`config.mk`:
```
export PLATFORM = sky130hd
export DESIGN_NAME = avg_line_raster_flat
export DESIGN_NICKNAME = d
export VERILOG_FILES = /design/src/rtl/avg_line_raster_if.sv /design/src/rtl/avg_line_raster.sv /design/src/flat_wrapper.sv
export SDC_FILE = /design/constraint.sdc
export NUM_CORES = 1
export LEC_CHECK = 0
export BUFFER_PORTS_ARGS = -buffer_cell sky130_fd_sc_hd__buf_2
export CORE_MARGIN = 8
export CORE_UTILIZATION = 40
export DETAILED_ROUTE_END_ITERATION = 7
export PLACE_DENSITY_LB_ADDON = 0.05
export SYNTH_ARGS = -nofsm -noshare
export SYNTH_HDL_FRONTEND = slang
export SYNTH_SLANG_ARGS = --single-unit
```
`constraint.sdc`:
```
create_clock -name clk_in -period 6.7 [get_ports clk_in]
set_input_delay 0 -clock clk_in [delete_from_list [all_inputs] [get_ports clk_in]]
set_output_delay 0 -clock clk_in [all_outputs]
set_load 0.05 [all_outputs]
```
`src/rtl/avg_line_raster_if.sv`:
```
// Line-queue pop port and framebuffer pixel-write port of the AVG line rasteriser.
// master = rasteriser side, slave = queue + framebuffer side.
interface avg_line_raster_if #(
  parameter int PW = 10
);
  logic [12:0]   q_start_x;
  logic [12:0]   q_start_y;
  logic [12:0]   q_end_x;
  logic [12:0]   q_end_y;
  logic [3:0]    q_intensity;
  logic          q_empty;
  logic          q_read;
  logic          pix_valid;
  logic          pix_ready;
  logic [PW-1:0] pix_x;
  logic [PW-1:0] pix_y;
  logic [3:0]    pix_intensity;

  modport master (
    input  q_start_x, q_start_y, q_end_x, q_end_y, q_intensity, q_empty, pix_ready,
    output q_read, pix_valid, pix_x, pix_y, pix_intensity
  );

  modport slave (
    output q_start_x, q_start_y, q_end_x, q_end_y, q_intensity, q_empty, pix_ready,
    input  q_read, pix_valid, pix_x, pix_y, pix_intensity
  );
endinterface

```
`src/rtl/avg_line_raster.sv`:
```
// Pops line records from the AVG line queue and walks each with an integer
// Bresenham stepper, emitting on-screen points as valid/ready pixel writes.
module avg_line_raster #(
  parameter int SCREEN_W = 640,
  parameter int SCREEN_H = 480,
  parameter int X_ORIGIN = 320,
  parameter int Y_ORIGIN = 240,
  parameter int PW       = 10
) (
  input  logic              clk_in,
  input  logic              rst,
  avg_line_raster_if.master bus,
  output logic              busy
);
  localparam logic signed [14:0] SW = 15'(SCREEN_W);
  localparam logic signed [14:0] SH = 15'(SCREEN_H);
  localparam logic signed [14:0] XO = 15'(X_ORIGIN);
  localparam logic signed [14:0] YO = 15'(Y_ORIGIN);

  typedef enum logic [1:0] {IDLE, SETUP, DRAW} state_t;

  typedef struct packed {
    logic [12:0] x0;
    logic [12:0] y0;
    logic [12:0] x1;
    logic [12:0] y1;
    logic [3:0]  inten;
  } line_rec_t;

  state_t             state, state_nxt;
  line_rec_t          rec;
  logic [13:0]        dx;
  logic signed [13:0] dy;
  logic               sx_neg, sy_neg;
  logic signed [14:0] err;
  logic signed [12:0] x, y;

  logic               q_read_c, pix_valid_c;
  logic [PW-1:0]      pix_x_c, pix_y_c;
  logic [3:0]         pix_inten_c;

  // Setup arithmetic: 14b deltas cover the full 13b two's-complement span.
  logic signed [13:0] diff_x, diff_y, dy_init;
  logic [13:0]        abs_x, abs_y;

  assign diff_x  = $signed({rec.x1[12], rec.x1}) - $signed({rec.x0[12], rec.x0});
  assign diff_y  = $signed({rec.y1[12], rec.y1}) - $signed({rec.y0[12], rec.y0});
  assign abs_x   = diff_x[13] ? -diff_x : diff_x;
  assign abs_y   = diff_y[13] ? -diff_y : diff_y;
  assign dy_init = -$signed(abs_y);

  logic signed [14:0] px, py;
  logic               on_screen, at_end, pt_done;

  assign px        = $signed({{2{x[12]}}, x}) + XO;
  assign py        = YO - $signed({{2{y[12]}}, y});
  assign on_screen = (px >= 15'sd0) && (px < SW) && (py >= 15'sd0) && (py < SH);
  assign at_end    = (x == rec.x1) && (y == rec.y1);
  assign pt_done   = (state == DRAW) && (!on_screen || bus.pix_ready);

  // Both step decisions look at the pre-step error term.
  logic signed [15:0] e2, dx_w, dy_w;
  logic               step_x, step_y;
  logic signed [14:0] err_nxt;

  assign e2      = {err, 1'b0};
  assign dx_w    = {2'b00, dx};
  assign dy_w    = {{2{dy[13]}}, dy};
  assign step_x  = e2 >= dy_w;
  assign step_y  = e2 <= dx_w;
  assign err_nxt = err + (step_x ? $signed({dy[13], dy}) : 15'sd0)
                       + (step_y ? $signed({1'b0, dx})   : 15'sd0);

  always_ff @(posedge clk_in) begin
    if (rst) state <= IDLE;
    else     state <= state_nxt;
  end

  always_comb begin
    state_nxt   = state;
    q_read_c    = 1'b0;
    pix_valid_c = 1'b0;
    pix_x_c     = '0;
    pix_y_c     = '0;
    pix_inten_c = '0;
    case (state)
      IDLE: begin
        if (!bus.q_empty && !rst) begin
          q_read_c  = 1'b1;
          state_nxt = SETUP;
        end
      end
      SETUP: state_nxt = (rec.inten == 4'd0) ? IDLE : DRAW;
      DRAW: begin
        if (on_screen) begin
          pix_valid_c = 1'b1;
          pix_x_c     = px[PW-1:0];
          pix_y_c     = py[PW-1:0];
          pix_inten_c = rec.inten;
        end
        if (pt_done && at_end) state_nxt = IDLE;
      end
      default: state_nxt = IDLE;
    endcase
  end

  always_ff @(posedge clk_in) begin
    if (rst) begin
      rec    <= '0;
      dx     <= '0;
      dy     <= '0;
      sx_neg <= 1'b0;
      sy_neg <= 1'b0;
      err    <= '0;
      x      <= '0;
      y      <= '0;
    end else begin
      if (q_read_c)
        rec <= {bus.q_start_x, bus.q_start_y, bus.q_end_x, bus.q_end_y, bus.q_intensity};
      if (state == SETUP) begin
        dx     <= abs_x;
        dy     <= dy_init;
        sx_neg <= !($signed(rec.x0) < $signed(rec.x1));
        sy_neg <= !($signed(rec.y0) < $signed(rec.y1));
        err    <= $signed({1'b0, abs_x}) + $signed({dy_init[13], dy_init});
        x      <= rec.x0;
        y      <= rec.y0;
      end
      if (pt_done && !at_end) begin
        err <= err_nxt;
        if (step_x) x <= sx_neg ? x - 13'sd1 : x + 13'sd1;
        if (step_y) y <= sy_neg ? y - 13'sd1 : y + 13'sd1;
      end
    end
  end

  assign bus.q_read        = q_read_c;
  assign bus.pix_valid     = pix_valid_c;
  assign bus.pix_x         = pix_x_c;
  assign bus.pix_y         = pix_y_c;
  assign bus.pix_intensity = pix_inten_c;
  assign busy              = (state != IDLE);
endmodule

```
`src/flat_wrapper.sv`:
```
// flat-port wrapper written by rule: the top's interface ports become plain ports
module avg_line_raster_flat 
#(
  parameter int SCREEN_W = 640,
  parameter int SCREEN_H = 480,
  parameter int X_ORIGIN = 320,
  parameter int Y_ORIGIN = 240,
  parameter int PW       = 10
)
  (clk_in, rst, busy, bus_q_start_x, bus_q_start_y, bus_q_end_x, bus_q_end_y, bus_q_intensity, bus_q_empty, bus_pix_ready, bus_q_read, bus_pix_valid, bus_pix_x, bus_pix_y, bus_pix_intensity);
  avg_line_raster_if #(.PW(PW)) bus_i ();
  input  logic clk_in;
  input  logic rst;
  output logic busy;
  input wire logic [$bits(bus_i.q_start_x)-1:0] bus_q_start_x;
  input wire logic [$bits(bus_i.q_start_y)-1:0] bus_q_start_y;
  input wire logic [$bits(bus_i.q_end_x)-1:0] bus_q_end_x;
  input wire logic [$bits(bus_i.q_end_y)-1:0] bus_q_end_y;
  input wire logic [$bits(bus_i.q_intensity)-1:0] bus_q_intensity;
  input wire logic [$bits(bus_i.q_empty)-1:0] bus_q_empty;
  input wire logic [$bits(bus_i.pix_ready)-1:0] bus_pix_ready;
  output wire logic [$bits(bus_i.q_read)-1:0] bus_q_read;
  output wire logic [$bits(bus_i.pix_valid)-1:0] bus_pix_valid;
  output wire logic [$bits(bus_i.pix_x)-1:0] bus_pix_x;
  output wire logic [$bits(bus_i.pix_y)-1:0] bus_pix_y;
  output wire logic [$bits(bus_i.pix_intensity)-1:0] bus_pix_intensity;
  assign bus_i.q_start_x = bus_q_start_x;
  assign bus_i.q_start_y = bus_q_start_y;
  assign bus_i.q_end_x = bus_q_end_x;
  assign bus_i.q_end_y = bus_q_end_y;
  assign bus_i.q_intensity = bus_q_intensity;
  assign bus_i.q_empty = bus_q_empty;
  assign bus_i.pix_ready = bus_pix_ready;
  assign bus_q_read = bus_i.q_read;
  assign bus_pix_valid = bus_i.pix_valid;
  assign bus_pix_x = bus_i.pix_x;
  assign bus_pix_y = bus_i.pix_y;
  assign bus_pix_intensity = bus_i.pix_intensity;
  avg_line_raster #(.SCREEN_W(SCREEN_W), .SCREEN_H(SCREEN_H), .X_ORIGIN(X_ORIGIN), .Y_ORIGIN(Y_ORIGIN), .PW(PW)) u_core (.clk_in(clk_in), .rst(rst), .bus(bus_i), .busy(busy));
endmodule
```
==> metrics.yaml <==
outcome:
  outcome: "completed"
timing:
  setup_viol: 0
  tightest_slew_ps: 1240
  fin_worst_skew_ps: 10.3
  layout_setup_ws_ps: 1000
  grt_setup_unrepaired: "false"
  tns_ps: 0
  period_needed_ps: 5700
  hold_viol_final: 0
  post-route-period-util_pct: 85.1
  slew_headroom_pct: 16.9
  max_freq_ghz: 0.175
  drv_slew: 0
die:
  fp.dieH_um: 184
  fp.dieW_um: 184
  start_util_pct: 40.5
  dieArea_sq_um: 33700
  io_pins: 87
  core_area_sq_um: 27700
  fp-row-count: 61
route:
  drtAntennaViolNets: 0
  first_pass_iters: 5
  route.met2.wl_um: 16700
  wire_per_inst_um: 18.3
  initialDrtViolationCount: 673
  wl_met1_um: 16900
  avgViaCountPerCell: 5.40
  drc: 0
  top_layer: "met4"
  met3_length_um: 1490
  vias: 10600
  wirelength_um: 35800
setup_path:
  cp_max_fo: 13
  critPathRequiredTime_ps: 6960
  critPathLaunchType: "flip-flop"
  setup.worst_path.end_class: "flip-flop"
  r2r_cells: 23
  worstReg2RegStart: "u_core.rec[44]$_SDFFE_PP0P_"
  path_class: "flip-flop to flip-flop"
  worstSetupStartpoint: "u_core.rec[44]$_SDFFE_PP0P_"
  arrival_ps: 5960
min_path:
  hp-class: "input port to flip-flop"
  hold_depth: 4
  hold_path_startpoint: "bus_q_start_x[6]"
logic_synthesis:
  async_flop_share_pct: 0
  synth_warnings: 0
  yosysSeqAreaShare_pct: 23.0
  syn_avg_cell_area_sq_um: 7.69
  synthFlopType: "dfxtp_1"
  synth_cell_types: 90
  synth_nets: 1650
  synth-edff-count: 0
  syn-instance-count: 1459
  synth_seq_cells: 129
  syn-cell-area_sq_um: 11200
pwr:
  power.density_nw_per_um2: 413
  p_int_w: 0.00279
  clock_power_share_pct: 17.6
  peakVddDrop_uv: 278
  leakagePower_nw: 5.72
  seq_power_share_pct: 18.7
  p_comb_share_pct: 63.8
  switchingPower_w: 0.00264
  swShare_pct: 48.6
global_routing:
  track_usage_pct: 21.3
  grt_pass1_vias: 10300
  grt_max_degree: 91
  antenna_found_initial: 1
  grt_first_pass_wirelength_um: 56600
  overflow: 0
placed_design:
  portBuffers: 85
  dpl-instance-area_sq_um: 12000
  gp_congestion: 0.883
  dp_hpwl_um: 27000
  place_ws_ps: 1070
final_layout:
  drive_above_1_share_pct: 10.7
  layout.filler_cells: 2766
  nets: 1760
  post-route-cell-area_sq_um: 13200
  area_growth_pct: 17.2
clock_network:
  cts_buffers: 17
  cts.path.max_buffers: 2
  cts_tree: "built"
  cts_resized: 0
  clk-insertion-delay-late_ps: 440
  clockRootBuffer: "clkbuf_16"
  cts_sinks: 129
  cts.clk_slew.worst_paths_ps: 70
  post_cts_buffers: 0
  htreeDepth: 4
  postCtsHoldBufs: 61
job:
  max_cap_violations: 0
## cell families after synthesis
| family | count (synthesis) | share of synthesized area, % |
|---|---|---|
| compound gates | 374 | 23.0 |
| fa+ha+maj | 131 | 15.9 |
| buf+inv | 196 | 6.79 |
| simple gates | 499 | 20.8 |
| mux | 6 | 0.546 |
| other cells | 1 | 0.0334 |
| flops | 129 | 23.0 |
| xor+xnor | 123 | 9.92 |
## worst paths after layout
path | to | slack [ps]
setup / recovery | u_core.err[14]$_SDFFE_PP0P_ | 1000
hold / removal | u_core.rec[49]$_SDFFE_PP0P_ | 290
setup reg to reg | u_core.err[14]$_SDFFE_PP0P_ | 1000
hold reg to reg | u_core.dx[2]$_SDFFE_PP0P_ | 480
## registers in the layout, indices dropped and copies added, names as in the netlist
name,flops
u_core.rec,56
u_core.state,2
u_core.dx,14
u_core.sy_neg,1
u_core.dy,14
u_core.x,13
u_core.sx_neg,1
u_core.err,15
u_core.y,13
## power groups by stage
| stage | clock (W) | combinational [W] | sequential, W |
|---|---|---|---|
| final | 0.000954 | 0.00346 | 0.00101 |
| after detailed placement | 0 | 0.00341 | 0.00103 |
| after CTS | 0.000971 | 0.00347 | 0.00101 |
| after global placement | 0 | 0.00343 | 0.00103 |
| after floorplan | 0 | 0.00257 | 0.000968 |
| after global routing | 0.00100 | 0.00384 | 0.00103 |
## critical path, cell delays in order (launching register included)
cell and delay (ps):
dfxtp_1 340, inv_1 90, ha_1 290, nor2b_1 180, o31a_1 220, nor3_1 70
o21ai_1 280, nand2b_1 100, a22oi_1 720, nor2_1 120, xnor2_1 410, ha_1 350
a21o_1 190, a21oi_1 230, o21bai_1 100, a21oi_1 240, o21bai_1 100, a21oi_1 230
o21ai_0 160, o41ai_1 430, nor2b_1 110, a221oi_2 270, xor2_1 220, a221oi_2 90
## per-stage QoR
stage	cells	power [W]	utilization, %	hold WS (ps)
after floorplan	1459	0.00354	-	76.8
after global routing	1960	0.00587	47.5	303
after global placement	1867	0.00445	43.1	195
final	1961	0.00543	47.5	293
after CTS	1960	0.00545	47.5	281
after detailed placement	1867	0.00444	43.1	200
## cells in the mapped netlist (23+ instances only)
library cell	count	area (sq um)
ha_1	111	1390
o31ai_1	33	248
xnor2_1	66	578
clkbuf_1	51	191
nor2_1	101	379
inv_1	131	492
o21ai_0	70	350
nand2_1	214	803
and2_1	23	144
dfxtp_1	129	2580
nand3_1	27	135
xor2_1	53	464
nor3_1	29	145
a211oi_1	32	240
a21o_1	26	195
a21oi_1	91	455
## cells in the final DEF (no fill, tap or decap), types with 12 or more instances in the layout
cell,synthesis,layout
a21o_1,26,26
fa_1,20,20
o31ai_1,33,33
ha_1,111,111
a211oi_1,32,32
dlygate4sd3_1,0,61
xor2_1,53,53
nor2_1,101,100
and3_1,12,12
dfxtp_1,129,129
nor3_1,29,28
a311oi_1,18,18
a21oi_1,91,91
nor2b_1,20,19
o21ai_0,70,70
xnor2_1,66,66
clkbuf_16,0,17
nand2_1,214,214
buf_2,6,84
inv_1,131,131
nand4_1,15,15
nand3_1,27,27
and2_1,23,23
## cell type report
cell class              instances  area [sq um]  share of cell area, %
clock buffers                  18           439                   3.34
clock inverters                14           144                   1.09
well taps                     378           473                   3.60
repair buffers                156          1110                   8.47
diodes                          1          2.50                 0.0190
inverters                     131           492                   3.74
multi-input cells            1134          7900                   60.1
flip-flops and latches        129          2580                   19.6
## layer usage
layer,track usage (%),vias up
li1,-,5309
met1,28.1,5008
met2,35.7,224
met3,3.34,41
met4,5.79,0
met5,0,-
(Power assumes the default switching activity.)
